`src/rtl/uart_sched_pkg.sv`:
```
// Shared types and helpers for the UART transmit scheduler and its round-robin arbiter.
package uart_sched_pkg;

  typedef enum logic [2:0] {
    S_IDLE   = 3'd0,
    S_START  = 3'd1,
    S_WAIT   = 3'd2,
    S_ABORT  = 3'd3,
    S_HSTART = 3'd4,
    S_HWAIT  = 3'd5
  } sched_state_e;

  localparam logic [7:0] HDR_BASE = 8'hA0;

  // Index width for n entries, never narrower than one bit.
  function automatic int clog2_min1(input int n);
    int r;
    r = 1;
    while ((1 << r) < n) begin
      r = r + 1;
    end
    return r;
  endfunction

endpackage

```
`src/rtl/uart_tx_sched_rr_arbiter.sv`:
```
// Combinational round-robin winner search starting one past the last winner.
module rr_arbiter
  import uart_sched_pkg::*;
#(
  parameter int NREQ = 4
) (
  input  logic [NREQ-1:0]                 valid_i,
  input  logic [clog2_min1(NREQ)-1:0]     ptr_i,
  output logic                            any_o,
  output logic [NREQ-1:0]                 onehot_o,
  output logic [clog2_min1(NREQ)-1:0]     idx_o
);

  localparam int IW = clog2_min1(NREQ);

  // Walk the ring from ptr+1; the first valid requester wins.
  always_comb begin
    logic          found;
    logic [IW-1:0] cand;
    found    = 1'b0;
    cand     = '0;
    onehot_o = '0;
    idx_o    = '0;
    for (int k = 1; k <= NREQ; k++) begin
      cand           = IW'((int'(ptr_i) + k) % NREQ);
      onehot_o[cand] = valid_i[cand] & ~found;
      idx_o          = (valid_i[cand] & ~found) ? cand : idx_o;
      found          = found | valid_i[cand];
    end
    any_o = found;
  end

endmodule

```
`src/rtl/uart_tx_sched.sv`:
```
// Round-robin scheduler sharing one UART transmitter between NREQ requesters, with a
// completion watchdog. Define UART_SCHED_HDR_EN to prefix each grant with a header byte.
module uart_tx_sched
  import uart_sched_pkg::*;
#(
  parameter int              NREQ    = 4,
  parameter int              WIDTH8  = 8,
  parameter int              TO_W    = 16,
  parameter logic [TO_W-1:0] TIMEOUT = 16'd50000
) (
  input  logic                          PCLK,
  input  logic                          PRESETn,
  input  logic [NREQ-1:0]               req_valid,
  input  logic [NREQ*WIDTH8-1:0]        req_data,
  output logic [NREQ-1:0]               req_ready,
  input  logic                          tx_busy,
  input  logic                          tx_done,
  output logic                          tx_en,
  output logic                          tx_rst,
  output logic [WIDTH8-1:0]             tx_data,
  output logic [clog2_min1(NREQ)-1:0]   grant_id,
  output logic                          active,
  output logic                          err,
  output logic [clog2_min1(NREQ)-1:0]   err_id
);

  localparam int              IW      = clog2_min1(NREQ);
  localparam logic [TO_W-1:0] WD_LAST = TIMEOUT - TO_W'(1);

  sched_state_e      state_q, state_d;
  logic [IW-1:0]     ptr_q, ptr_d;
  logic [IW-1:0]     grant_q, grant_d;
  logic [IW-1:0]     err_id_q, err_id_d;
  logic [WIDTH8-1:0] data_q, data_d;
  logic [TO_W-1:0]   wd_q, wd_d;
  logic              err_q, tx_rst_q, active_q;
  logic              tx_en_s;
  logic              any_s;
  logic [NREQ-1:0]   onehot_s;
  logic [IW-1:0]     win_s;
`ifdef UART_SCHED_HDR_EN
  logic [WIDTH8-1:0] payload_q, payload_d;
`endif

  rr_arbiter #(.NREQ(NREQ)) u_arb (
    .valid_i  (req_valid),
    .ptr_i    (ptr_q),
    .any_o    (any_s),
    .onehot_o (onehot_s),
    .idx_o    (win_s)
  );

  // Next-state, datapath and start-pulse decode.
  always_comb begin
    state_d  = state_q;
    ptr_d    = ptr_q;
    grant_d  = grant_q;
    data_d   = data_q;
    wd_d     = wd_q;
    err_id_d = err_id_q;
    tx_en_s  = 1'b0;
`ifdef UART_SCHED_HDR_EN
    payload_d = payload_q;
`endif
    case (state_q)
      S_IDLE: begin
        if (any_s) begin
          ptr_d   = win_s;
          grant_d = win_s;
`ifdef UART_SCHED_HDR_EN
          data_d    = WIDTH8'(HDR_BASE) | WIDTH8'(win_s);
          payload_d = req_data[int'(win_s)*WIDTH8 +: WIDTH8];
          state_d   = S_HSTART;
`else
          data_d  = req_data[int'(win_s)*WIDTH8 +: WIDTH8];
          state_d = S_START;
`endif
        end else begin
          state_d = S_IDLE;
        end
      end
      S_START: begin
        if (!tx_busy) begin
          tx_en_s = 1'b1;
          wd_d    = '0;
          state_d = S_WAIT;
        end else begin
          state_d = S_START;
        end
      end
      S_WAIT: begin
        // A done arriving on the timeout cycle still counts as success.
        if (tx_done) begin
          state_d = S_IDLE;
        end else if (wd_q == WD_LAST) begin
          state_d  = S_ABORT;
          err_id_d = grant_q;
        end else begin
          wd_d = wd_q + TO_W'(1);
        end
      end
      S_ABORT: begin
        state_d = S_IDLE;
      end
`ifdef UART_SCHED_HDR_EN
      S_HSTART: begin
        if (!tx_busy) begin
          tx_en_s = 1'b1;
          wd_d    = '0;
          state_d = S_HWAIT;
        end else begin
          state_d = S_HSTART;
        end
      end
      S_HWAIT: begin
        if (tx_done) begin
          data_d  = payload_q;
          state_d = S_START;
        end else if (wd_q == WD_LAST) begin
          state_d  = S_ABORT;
          err_id_d = grant_q;
        end else begin
          wd_d = wd_q + TO_W'(1);
        end
      end
`endif
      default: begin
        state_d = S_IDLE;
      end
    endcase
  end

  // State, datapath and registered status outputs.
  always_ff @(posedge PCLK or negedge PRESETn) begin
    if (!PRESETn) begin
      state_q  <= S_IDLE;
      ptr_q    <= IW'(NREQ - 1);
      grant_q  <= '0;
      err_id_q <= '0;
      data_q   <= '0;
      wd_q     <= '0;
      err_q    <= 1'b0;
      tx_rst_q <= 1'b0;
      active_q <= 1'b0;
`ifdef UART_SCHED_HDR_EN
      payload_q <= '0;
`endif
    end else begin
      state_q  <= state_d;
      ptr_q    <= ptr_d;
      grant_q  <= grant_d;
      err_id_q <= err_id_d;
      data_q   <= data_d;
      wd_q     <= wd_d;
      err_q    <= (state_d == S_ABORT);
      tx_rst_q <= (state_d == S_ABORT);
      active_q <= (state_d != S_IDLE);
`ifdef UART_SCHED_HDR_EN
      payload_q <= payload_d;
`endif
    end
  end

  // Accept is offered only while idle and out of reset.
  assign req_ready = (state_q == S_IDLE && PRESETn) ? onehot_s : '0;
  assign tx_en     = tx_en_s;
  assign tx_rst    = tx_rst_q;
  assign tx_data   = data_q;
  assign grant_id  = grant_q;
  assign active    = active_q;
  assign err       = err_q;
  assign err_id    = err_id_q;

endmodule

```
`config.mk`:
```
export PLATFORM = sky130hd
export DESIGN_NAME = uart_tx_sched
export DESIGN_NICKNAME = d
export VERILOG_FILES = /design/src/rtl/uart_sched_pkg.sv /design/src/rtl/uart_tx_sched_rr_arbiter.sv /design/src/rtl/uart_tx_sched.sv
export SDC_FILE = /design/constraint.sdc
export NUM_CORES = 1
export LEC_CHECK = 0
export BUFFER_PORTS_ARGS = -buffer_cell sky130_fd_sc_hd__buf_2
export CORE_UTILIZATION = 55
export CTS_BUF_LIST = sky130_fd_sc_hd__clkbuf_4
export CTS_CLUSTER_DIAMETER = 50
export DETAILED_ROUTE_END_ITERATION = 10
export PLACE_DENSITY = 0.89
export SLEW_MARGIN = 20
export SYNTH_ARGS = -nofsm -noshare
export SYNTH_HDL_FRONTEND = slang
export SYNTH_SLANG_ARGS = --single-unit
```
`constraint.sdc`:
```
create_clock -name PCLK -period 4.05 [get_ports PCLK]
set_clock_uncertainty 0.2 [all_clocks]
set_input_delay 0.405 -clock PCLK [delete_from_list [all_inputs] [get_ports PCLK]]
set_output_delay 0.405 -clock PCLK [all_outputs]
set_load 0.01 [all_outputs]
```
==> results of run 1 <==
==> worst paths after layout <==
check | depth (start not counted) | from | end
min in group asynchronous | 3 | PRESETn | tx_data[6]
max in group asynchronous | 3 | PRESETn | ptr_q[1]
worst min register to register | 2 | tx_data[6] | tx_data[6]
worst min-delay path | 2 | tx_done | tx_rst
worst max-delay path | 6 | ptr_q[1] | req_ready[2]
worst max register to register | 8 | ptr_q[1] | tx_data[5]
==> cells in the final DEF (no fill, tap or decap), types with 9 or more instances in the layout <==
cell	instances
a211oi_1	13
a21oi_1	11
buf_2	59
dfrtp_1	33
inv_1	11
mux2i_1	13
nand2_1	29
nand2b_1	9
nor2_1	24
nor3_1	10
o211ai_1	9
xnor2_1	10
==> cell type report <==
cell class                 instances  share of cell area (%)
tap                               52                    2.22
clock buffer                       5                    1.28
sequential                        35                    29.9
inverter                          11                    1.41
clock inverter                     3                    2.30
multi-input combinational        216                    50.9
timing repair buffer              66                    11.9
==> cells by family (layout without fill, tap and decap cells) <==
kind of cell               count (synthesis)  in the layout  share of synthesized area [%]
AOI/OAI and AO/OA                         70             70                           20.0
buffers and inverters                     25             85                           5.64
muxes                                     18             18                           8.79
and+or+nand+nor                          111            111                           23.9
DFF                                       35             35                           35.0
adders and majority gates                  6              6                           3.00
xor gates and xnor gates                  10             10                           3.49
other                                      1              1                          0.150
==> worst max-delay path: stages, from the launching register on <==
cell      delay, ns
dfstp_2        0.67
inv_1          0.14
ha_2           0.43
mux4_2         0.65
or4b_4         0.60
a211oi_1       0.23
buf_2          0.16
==> sequential cells by signal, indices dropped and copies added (netlist names) <==
| name | count |
|---|---|
| ptr_q | 2 |
| tx_rst | 1 |
| err_id | 2 |
| grant_id | 2 |
| wd_q | 16 |
| tx_data | 8 |
| active | 1 |
| state_q | 3 |
==> metal layers <==
layer | GRT usage [%] | vias to the layer above
li1 | - | 1126
met4 | 6.80 | 0
met3 | 4.51 | 6
met2 | 44.0 | 75
met5 | 0 | -
met1 | 31.5 | 1073
==> stage by stage <==
step           hold slack [ns]  util [%]  worst slack (ns)  instances
3_3_place_gp             0.262      64.2             0.642        377
4_1_cts                 0.0299      66.9             0.145        386
3_5_place_dp             0.272      64.2             0.544        377
6_report                0.0388      67.4             0.212        388
2_1_floorplan          -0.0906         -             0.526        276
5_1_grt                 0.0440      67.4            0.0312        388
==> report_power, final <==
group          total [mW]  switching (mW)  internal [mW]
Clock               0.321           0.129          0.192
Sequential          0.474          0.0510          0.423
Combinational        1.00           0.564          0.439
Total                1.80           0.744           1.05
==> repair_timing <==
| action | 4_1_cts | 5_1_grt |
|---|---|---|
| setup buffers | 0 | 2 |
| resized for setup | 0 | 2 |
| setup endpoints to repair | 0 | 1 |
| hold buffers | 1 | 0 |
| endpoints found under the hold margin | 33 | 0 |
==> results.py, run 1 <==
metrics = {
    "routing": {
        "drcViolationCount": 0,
        "vias_per_cell": 5.88,
        "vias": 2280,
        "ant_nets": 0,
        "drt_first_pass_iters": 4,
        "wl_met2_um": 2800,
        "drt-met1-wl_um": 2530,
        "wl_met3_um": 300,
        "drt_iter0_markers": 141,
        "wl_um": 5680,
        "routed.top_layer": "met4",
        "avgRoutedWirePerCell_um": 14.6,
    },
    "power_and_ir_drop": {
        "power.density_mw_per_mm2": 613,
        "vdd_drop_max_v": 0.000291,
        "total_power_mw": 1.80,
        "p_leak_nw": 1.32,
    },
    "die": {
        "die_x_um": 69.5,
        "die-area_mm2": 0.00483,
        "num_rows": 24,
        "io_pins": 60,
        "core-area_mm2": 0.00435,
        "start_util_pct": 57.6,
        "die_y_um": 69.5,
    },
    "place": {
        "postPlaceCellArea_mm2": 0.00280,
        "numPortBuffers": 59,
        "dp_hpwl_um": 4020,
        "place_congestion": 0.870,
    },
    "clocking": {
        "cts.sinks": 35,
        "numCtsBuffers": 5,
        "tritoncts": "done",
        "cts_max_path_buffers": 2,
        "cts.htree.levels": 2,
        "clk_pin_slew_ns": 0.12,
        "insertion_delay_ns": 0.35,
        "clk_root_buffer_cell": "clkbuf_4",
    },
    "finish": {
        "regArea_um2": 878,
        "num_antenna_cells": 0,
        "fin_area_mm2": 0.00294,
        "fin_nets": 381,
        "drive_gt1_share_pct": 28.6,
        "multiInputGateArea_mm2": 0.00150,
        "syn_to_final_growth_pct": 17.1,
        "fillers": 333,
    },
    "synth": {
        "ys_async_sr_fraction_pct": 100,
        "yosys-top-cells-count": "33 x dfrtp_1, 29 x nand2_1, 24 x nor2_1, 13 x a211oi_1, 13 x mux2i_1",
        "avgSynthCellArea_um2": 9.08,
        "synth-seq-cells": 35,
        "synth_cell_types": 55,
        "syn_inst": 276,
        "syn-num-nets": 322,
        "synth-edff-count": 0,
        "seq_area_frac_synth_pct": 35.0,
        "syn-cell-area_mm2": 0.00251,
        "ys_warn_count": 0,
        "yosysTopAreaCellShare_pct": 33.0,
        "yosysTopAreaCell": "dfrtp_1",
        "synth-main-ff-cell": "dfrtp_1",
        "synth.area.top_cells": "dfrtp_1 33%, mux2i_1 5.2%, nand2_1 4.3%, a211oi_1 3.9%, nor2_1 3.6%",
        "synth_most_common_cell": "dfrtp_1",
    },
    "grt": {
        "antenna_found_initial": 0,
        "track_usage_pct": 25.0,
        "grt_pass1_wl_um": 9960,
        "grt_max_degree": 37,
        "grt-ovfl-total": 0,
        "grt_pass1_vias": 2228,
    },
    "critical_path": {
        "cp_max_fo": 10,
        "crit_arrival_ns": 3.23,
        "end_kind": "output port",
        "required_ns": 3.44,
        "rrSetupSlack_ns": 0.76,
        "cp-start-kind": "flop",
        "critical_path_class": "flop to output port",
    },
    "job": {
        "cap_violations": 0,
    },
    "hold_path": {
        "hold_path.class": "primary input to flop",
    },
    "timing": {
        "slew_viol_final": 0,
        "setup_viol": 0,
        "fin_crit_sh_pct": 94.8,
        "final.min_clock_period_ns": 3.84,
        "clock.fmax_mhz": 261,
        "tightest_slew_ns": 0.660,
        "rsz0062_at_grt": "no",
        "relSlewSlack_pct": 55.7,
        "timing_hold_violations_final": 0,
        "tns_ns": 0,
    },
    "outcome": {
        "status": "finished, final reports clean",
    },
}
No activity file was read; power rests on OpenSTA's default activity.
==> inputs of run 2 (changes only) <==
--- a/config.mk
+++ b/config.mk
@@ -5,12 +5,14 @@
 export SDC_FILE = /design/constraint.sdc
 export NUM_CORES = 1
 export LEC_CHECK = 0
+export ABC_AREA = 1
 export BUFFER_PORTS_ARGS = -buffer_cell sky130_fd_sc_hd__buf_2
 export CORE_UTILIZATION = 55
 export CTS_BUF_LIST = sky130_fd_sc_hd__clkbuf_4
 export CTS_CLUSTER_DIAMETER = 50
 export DETAILED_ROUTE_END_ITERATION = 10
-export PLACE_DENSITY = 0.89
+export PLACE_DENSITY = 0.88
+export RECOVER_POWER = 100
 export SLEW_MARGIN = 20
 export SYNTH_ARGS = -nofsm -noshare
 export SYNTH_HDL_FRONTEND = slang
==> results.py, run 2 <==
metrics = {
    "finish": {
        "regMostFlops": "wd_q",
        "num_antenna_cells": 0,
        "fin_nets": 465,
        "fillers": 436,
        "final_core_util_pct": 64.7,
        "syn_to_final_growth_pct": 10.1,
        "multiInputGateArea_mm2": 0.00139,
        "final_common_cell": "nand2_1",
        "drive_gt1_share_pct": 17.1,
        "fin_area_mm2": 0.00291,
        "regArea_um2": 878,
        "layout_common_cells": "85 x nand2_1, 57 x inv_1, 43 x nand3_1",
        "largest_reg_flops": 16,
    },
    "timing": {
        "relSlewSlack_pct": -23.8,
        "clock.fmax_mhz": 280,
        "timing.final.ws_setup_ns": 0.485,
        "tightest_slew_ns": 1.86,
        "tns_ns": 0,
        "whs_ns": 0.105,
        "slew_viol_final": 36,
        "timing_hold_violations_final": 0,
        "rsz0062_at_grt": "no",
        "setup_viol": 0,
        "fin_crit_sh_pct": 88.0,
        "final.min_clock_period_ns": 3.57,
    },
    "synth": {
        "synth_cell_types": 37,
        "yosysTopAreaCellShare_pct": 31.2,
        "synth-seq-cells": 35,
        "syn_inst": 361,
        "yosys-top-cells-count": "82 x nand2_1, 55 x inv_1, 41 x nand3_1, 33 x dfrtp_1, 16 x o21ai_0",
        "synth-edff-count": 0,
        "avgSynthCellArea_um2": 7.33,
        "synth.area.top_cells": "dfrtp_1 31%, nand2_1 12%, inv_1 7.8%, nand3_1 7.8%, o21ai_0 3.0%",
        "ys_async_sr_fraction_pct": 100,
        "syn-num-nets": 407,
        "synth_most_common_cell": "nand2_1",
        "syn-cell-area_mm2": 0.00265,
        "yosysTopAreaCell": "dfrtp_1",
        "seq_area_frac_synth_pct": 33.2,
        "synth-main-ff-cell": "dfrtp_1",
        "ys_warn_count": 0,
    },
    "power_and_ir_drop": {
        "vdd_drop_max_v": 0.000318,
        "power.density_mw_per_mm2": 713,
        "p_leak_nw": 1.45,
    },
    "critical_path": {
        "cp_top_family": "flip-flops",
        "cp_slowest_stage_delay_ns": 0.70,
        "crit_chain": "inv_1 > ha_1 > inv_1 > nand3_1 > nand2_4 > nor2_8 > nand2_2 > nor2_1 > o21ai_0 > a31oi_1 > clkbuf_1",
        "critical_path_class": "flop to output port",
        "cp-start-kind": "flop",
        "path_buf_inv": 3,
        "required_ns": 3.44,
        "end_kind": "output port",
        "crit_arrival_ns": 2.96,
        "cpMaxStageDelayCell": "dfstp_2",
        "cp_max_fo": 14,
        "crit_top_cell": "inv_1",
    },
    "job": {
        "cap_violations": 1,
    },
    "place": {
        "numPortBuffers": 59,
        "postPlaceCellArea_mm2": 0.00291,
        "place_congestion": 0.950,
        "dp_hpwl_um": 4650,
        "dp_slack_ns": 1.03,
    },
    "routing": {
        "vias": 2596,
        "wl_um": 6160,
        "drcViolationCount": 6,
        "ant_nets": 0,
        "avgRoutedWirePerCell_um": 13.0,
        "drt_first_pass_iters": 11,
        "vias_per_cell": 5.50,
        "drt_iter0_markers": 250,
    },
    "outcome": {
        "violations": "DRC, capacitance limit, slew limit",
        "status": "finished, violations left",
    },
    "die": {
        "die-area_mm2": 0.00510,
        "die_x_um": 71.4,
        "core-area_mm2": 0.00450,
        "io_pins": 60,
        "num_rows": 24,
        "die_y_um": 71.4,
        "start_util_pct": 58.8,
    },
    "clocking": {
        "clk_root_buffer_cell": "clkbuf_4",
        "postCtsSetupRepairBufs": 0,
        "cts.htree.levels": 2,
        "tritoncts": "done",
        "cts_max_path_buffers": 2,
        "cts.sinks": 35,
        "clk_pin_slew_ns": 0.10,
        "insertion_delay_ns": 0.34,
        "cts_hold_buffers": 1,
        "cts_resized": 0,
        "numCtsBuffers": 5,
    },
    "grt": {
        "grt_pass1_wl_um": 10600,
        "track_usage_pct": 26.4,
        "grt_max_degree": 36,
        "grt_pass1_vias": 2432,
        "antenna_found_initial": 0,
        "grt-ovfl-total": 0,
    },
    "hold_path": {
        "hold_path.class": "primary input to flop",
    },
}
-- run 2: worst paths after layout --
kind	from	end	slack [ns]	cells past startpoint
min in group asynchronous	PRESETn	wd_q[1]	1.08	3
min reg2reg	tx_data[5]	tx_data[5]	0.29	2
max	ptr_q[0]	req_ready[0]	0.48	11
min	tx_busy	state_q[0]	0.10	3
max reg2reg	ptr_q[0]	tx_data[0]	0.51	11
max in group asynchronous	PRESETn	tx_data[2]	1.50	3
-- run 2: layer usage --
metal | track usage (%) | up-vias | share of wire, %
met5 | 0 | - | 0
met4 | 8.00 | 0 | 1.7
met3 | 5.06 | 13 | 6.1
met2 | 43.8 | 110 | 47
met1 | 35.2 | 1182 | 45
li1 | - | 1291 | -
-- run 2: final cells by class --
class,count,area share (%)
multi-input cells,257,47.7
repair buffers,61,9.70
clock buffers,5,1.29
flip-flops and latches,35,30.1
clock inverters,3,1.33
inverters,59,7.64
well taps,52,2.23
-- run 2: worst register-to-register path, delay by kind of cell, from the launching register on --
kind | cells | cell delay (ns)
DFF | 1 | 0.70
AOI/OAI and AO/OA | 1 | 0.16
adders and majority gates | 1 | 0.42
and+or+nand+nor | 7 | 1.62
buffers and inverters | 2 | 0.39
-- run 2: through the flow --
stage | total power, mW | instances
floorplan | 1.70 | 361
global placement | 1.84 | 463
detailed placement | 1.89 | 463
CTS | 2.15 | 472
global route | 2.30 | 472
finish | 2.08 | 472
-- run 2: kinds of logic (layout without fill, tap and decap cells) --
| group | count (synthesis) | in the layout | synth area share [%] |
|---|---|---|---|
| flops | 35 | 35 | 33.2 |
| other cells | 1 | 1 | 0.142 |
| buf+inv | 69 | 128 | 12.5 |
| compound gates | 51 | 51 | 11.3 |
| fa+ha+maj | 6 | 6 | 2.84 |
| xor+xnor | 9 | 9 | 2.98 |
| simple gates | 190 | 190 | 37.1 |
-- run 2: where the power goes --
group          switching (mW)  total (mW)  internal [mW]
combinational           0.866        1.29          0.421
sequential             0.0899       0.550          0.460
clock                   0.115       0.242          0.127
==> inputs of run 3 (changes only) <==
==> constraint.sdc (replaced) <==
create_clock -name PCLK -period 3.75 [get_ports PCLK]
set_clock_uncertainty 0.2 [all_clocks]
set_input_delay 0.375 -clock PCLK [delete_from_list [all_inputs] [get_ports PCLK]]
set_output_delay 0.375 -clock PCLK [all_outputs]
set_load 0.01 [all_outputs]
==> results.py, run 3 (synthesized netlist as in run 2, its figures left out) <==
metrics = {
    "grt": {
        "grt_pass1_wl_um": 9960,
        "grt_max_degree": 36,
        "grt-ovfl-total": 0,
        "grt_pass1_vias": 2280,
        "track_usage_pct": 24.5,
        "antenna_found_initial": 0,
    },
    "place": {
        "place_congestion": 0.951,
        "dp_hpwl_um": 4480,
        "postPlaceCellArea_mm2": 0.00291,
        "numPortBuffers": 59,
        "dp_slack_ns": 0.827,
    },
    "timing": {
        "tns_ns": 0,
        "slew_viol_final": 36,
        "fin_crit_sh_pct": 90.3,
        "tightest_slew_ns": 1.77,
        "rsz0062_at_grt": "no",
        "final.min_clock_period_ns": 3.39,
        "whs_ns": 0.0937,
        "relSlewSlack_pct": -18.3,
        "setup_viol": 0,
        "timing_hold_violations_final": 0,
        "timing.final.ws_setup_ns": 0.363,
        "clock.fmax_mhz": 295,
    },
    "critical_path": {
        "reg2reg_depth": 11,
        "critical_path_class": "flop to output port",
        "end_kind": "output port",
        "required_ns": 3.17,
        "cp_max_fo": 14,
        "cp-start-kind": "flop",
        "crit_arrival_ns": 2.81,
    },
    "power_and_ir_drop": {
        "vdd_drop_max_v": 0.000368,
        "power.density_mw_per_mm2": 764,
        "comb_power_share_pct": 61.5,
        "p_int_mw": 1.09,
        "p_seq_share_pct": 26.7,
        "p_leak_nw": 1.45,
        "switching_share_pct": 51.2,
        "power_switching_mw": 1.14,
        "p_clk_share_pct": 11.7,
    },
    "clocking": {
        "clk_pin_slew_ns": 0.11,
        "cts.htree.levels": 2,
        "tritoncts": "done",
        "postCtsSetupRepairBufs": 0,
        "cts.sinks": 35,
        "cts_max_path_buffers": 2,
        "insertion_delay_ns": 0.34,
        "numCtsBuffers": 5,
        "clk_root_buffer_cell": "clkbuf_4",
    },
    "finish": {
        "regMostFlops": "wd_q",
        "syn_to_final_growth_pct": 10.4,
        "multiInputGateArea_mm2": 0.00140,
        "layout_common_cells": "84 x nand2_1, 56 x inv_1, 42 x nand3_1",
        "largest_reg_flops": 16,
        "regArea_um2": 878,
        "drive_gt1_share_pct": 17.9,
        "final_common_cell": "nand2_1",
        "num_antenna_cells": 0,
        "final_core_util_pct": 64.9,
        "fin_area_mm2": 0.00292,
        "fin_nets": 465,
        "fillers": 416,
    },
    "die": {
        "die-area_mm2": 0.00510,
        "num_rows": 24,
        "start_util_pct": 58.8,
        "core-area_mm2": 0.00450,
        "io_pins": 60,
        "die_x_um": 71.4,
        "die_y_um": 71.4,
    },
    "routing": {
        "vias": 2504,
        "avgRoutedWirePerCell_um": 12.3,
        "drt_iter0_markers": 155,
        "drcViolationCount": 7,
        "ant_nets": 0,
        "drt_first_pass_iters": 9,
        "wl_um": 5780,
        "vias_per_cell": 5.31,
    },
    "job": {
        "cap_violations": 1,
    },
    "hold_path": {
        "hold_path.class": "primary input to flop",
        "hold_path_depth": 3,
    },
    "outcome": {
        "violations": "DRC, capacitance limit, slew limit",
        "status": "finished, violations left",
    },
}
-- run 3: cell counts in the layout (fill, tap and decap cells not counted) --
Identical to the previous run, type by type.
-- run 3: timing repair --
| action | CTS | global route |
|---|---|---|
| hold buffers | 1 | 0 |
| hold endpoints to repair | 33 | 0 |
| gates resized for setup | 0 | 0 |
-- run 3: metrics by stage --
step                total power, mW  cells
floorplan                      1.84    361
global placement               1.98    463
detailed placement             2.03    463
CTS                            2.30    472
global route                   2.47    472
finish                         2.23    472
-- run 3: final timing paths --
check	start	slack, ns	end
min	tx_busy	0.09	state_q[0]
min in group asynchronous	PRESETn	1.04	wd_q[8]
max in group asynchronous	PRESETn	1.28	grant_id[1]
max reg2reg	ptr_q[0]	0.38	tx_data[4]
min reg2reg	tx_data[1]	0.30	tx_data[1]
max	ptr_q[0]	0.36	req_ready[0]
-- run 3: worst max-delay path, cell delays in order, from the launching register on --
cell	delay [ns]
dfstp_2	0.71
inv_2	0.18
ha_1	0.38
inv_1	0.12
nand3_4	0.10
nand2_2	0.14
nor2_8	0.16
nand2_2	0.06
nor2_1	0.19
o21ai_0	0.13
a31oi_1	0.15
clkbuf_1	0.17
-- run 3: final cells by class --
cell class	instances	area share [%]
flip-flops and latches	35	30.0
multi-input cells	257	47.8
well taps	52	2.23
clock inverters	3	1.33
repair buffers	61	9.67
clock buffers	5	1.28
inverters	59	7.62
-- run 3: layer usage --
| metal | share of wire, % | GRT usage [%] | up-vias | wire length [um] |
|---|---|---|---|---|
| li1 | - | - | 1291 | - |
| met1 | 48 | 32.3 | 1140 | 2780 |
| met2 | 46 | 41.4 | 71 | 2680 |
| met3 | 5.1 | 4.64 | 2 | 295 |
| met4 | 0.45 | 6.89 | 0 | 26 |
| met5 | 0 | 0 | - | 0 |
-- run 3: power groups by stage --
stage / logic, mW / clock network [mW] / registers (mW)
after floorplan: 1.24 / 0 / 0.598
after global placement: 1.39 / 0 / 0.597
after detailed placement: 1.43 / 0 / 0.599
after CTS: 1.44 / 0.270 / 0.592
after global routing: 1.57 / 0.284 / 0.613
final: 1.37 / 0.262 / 0.597
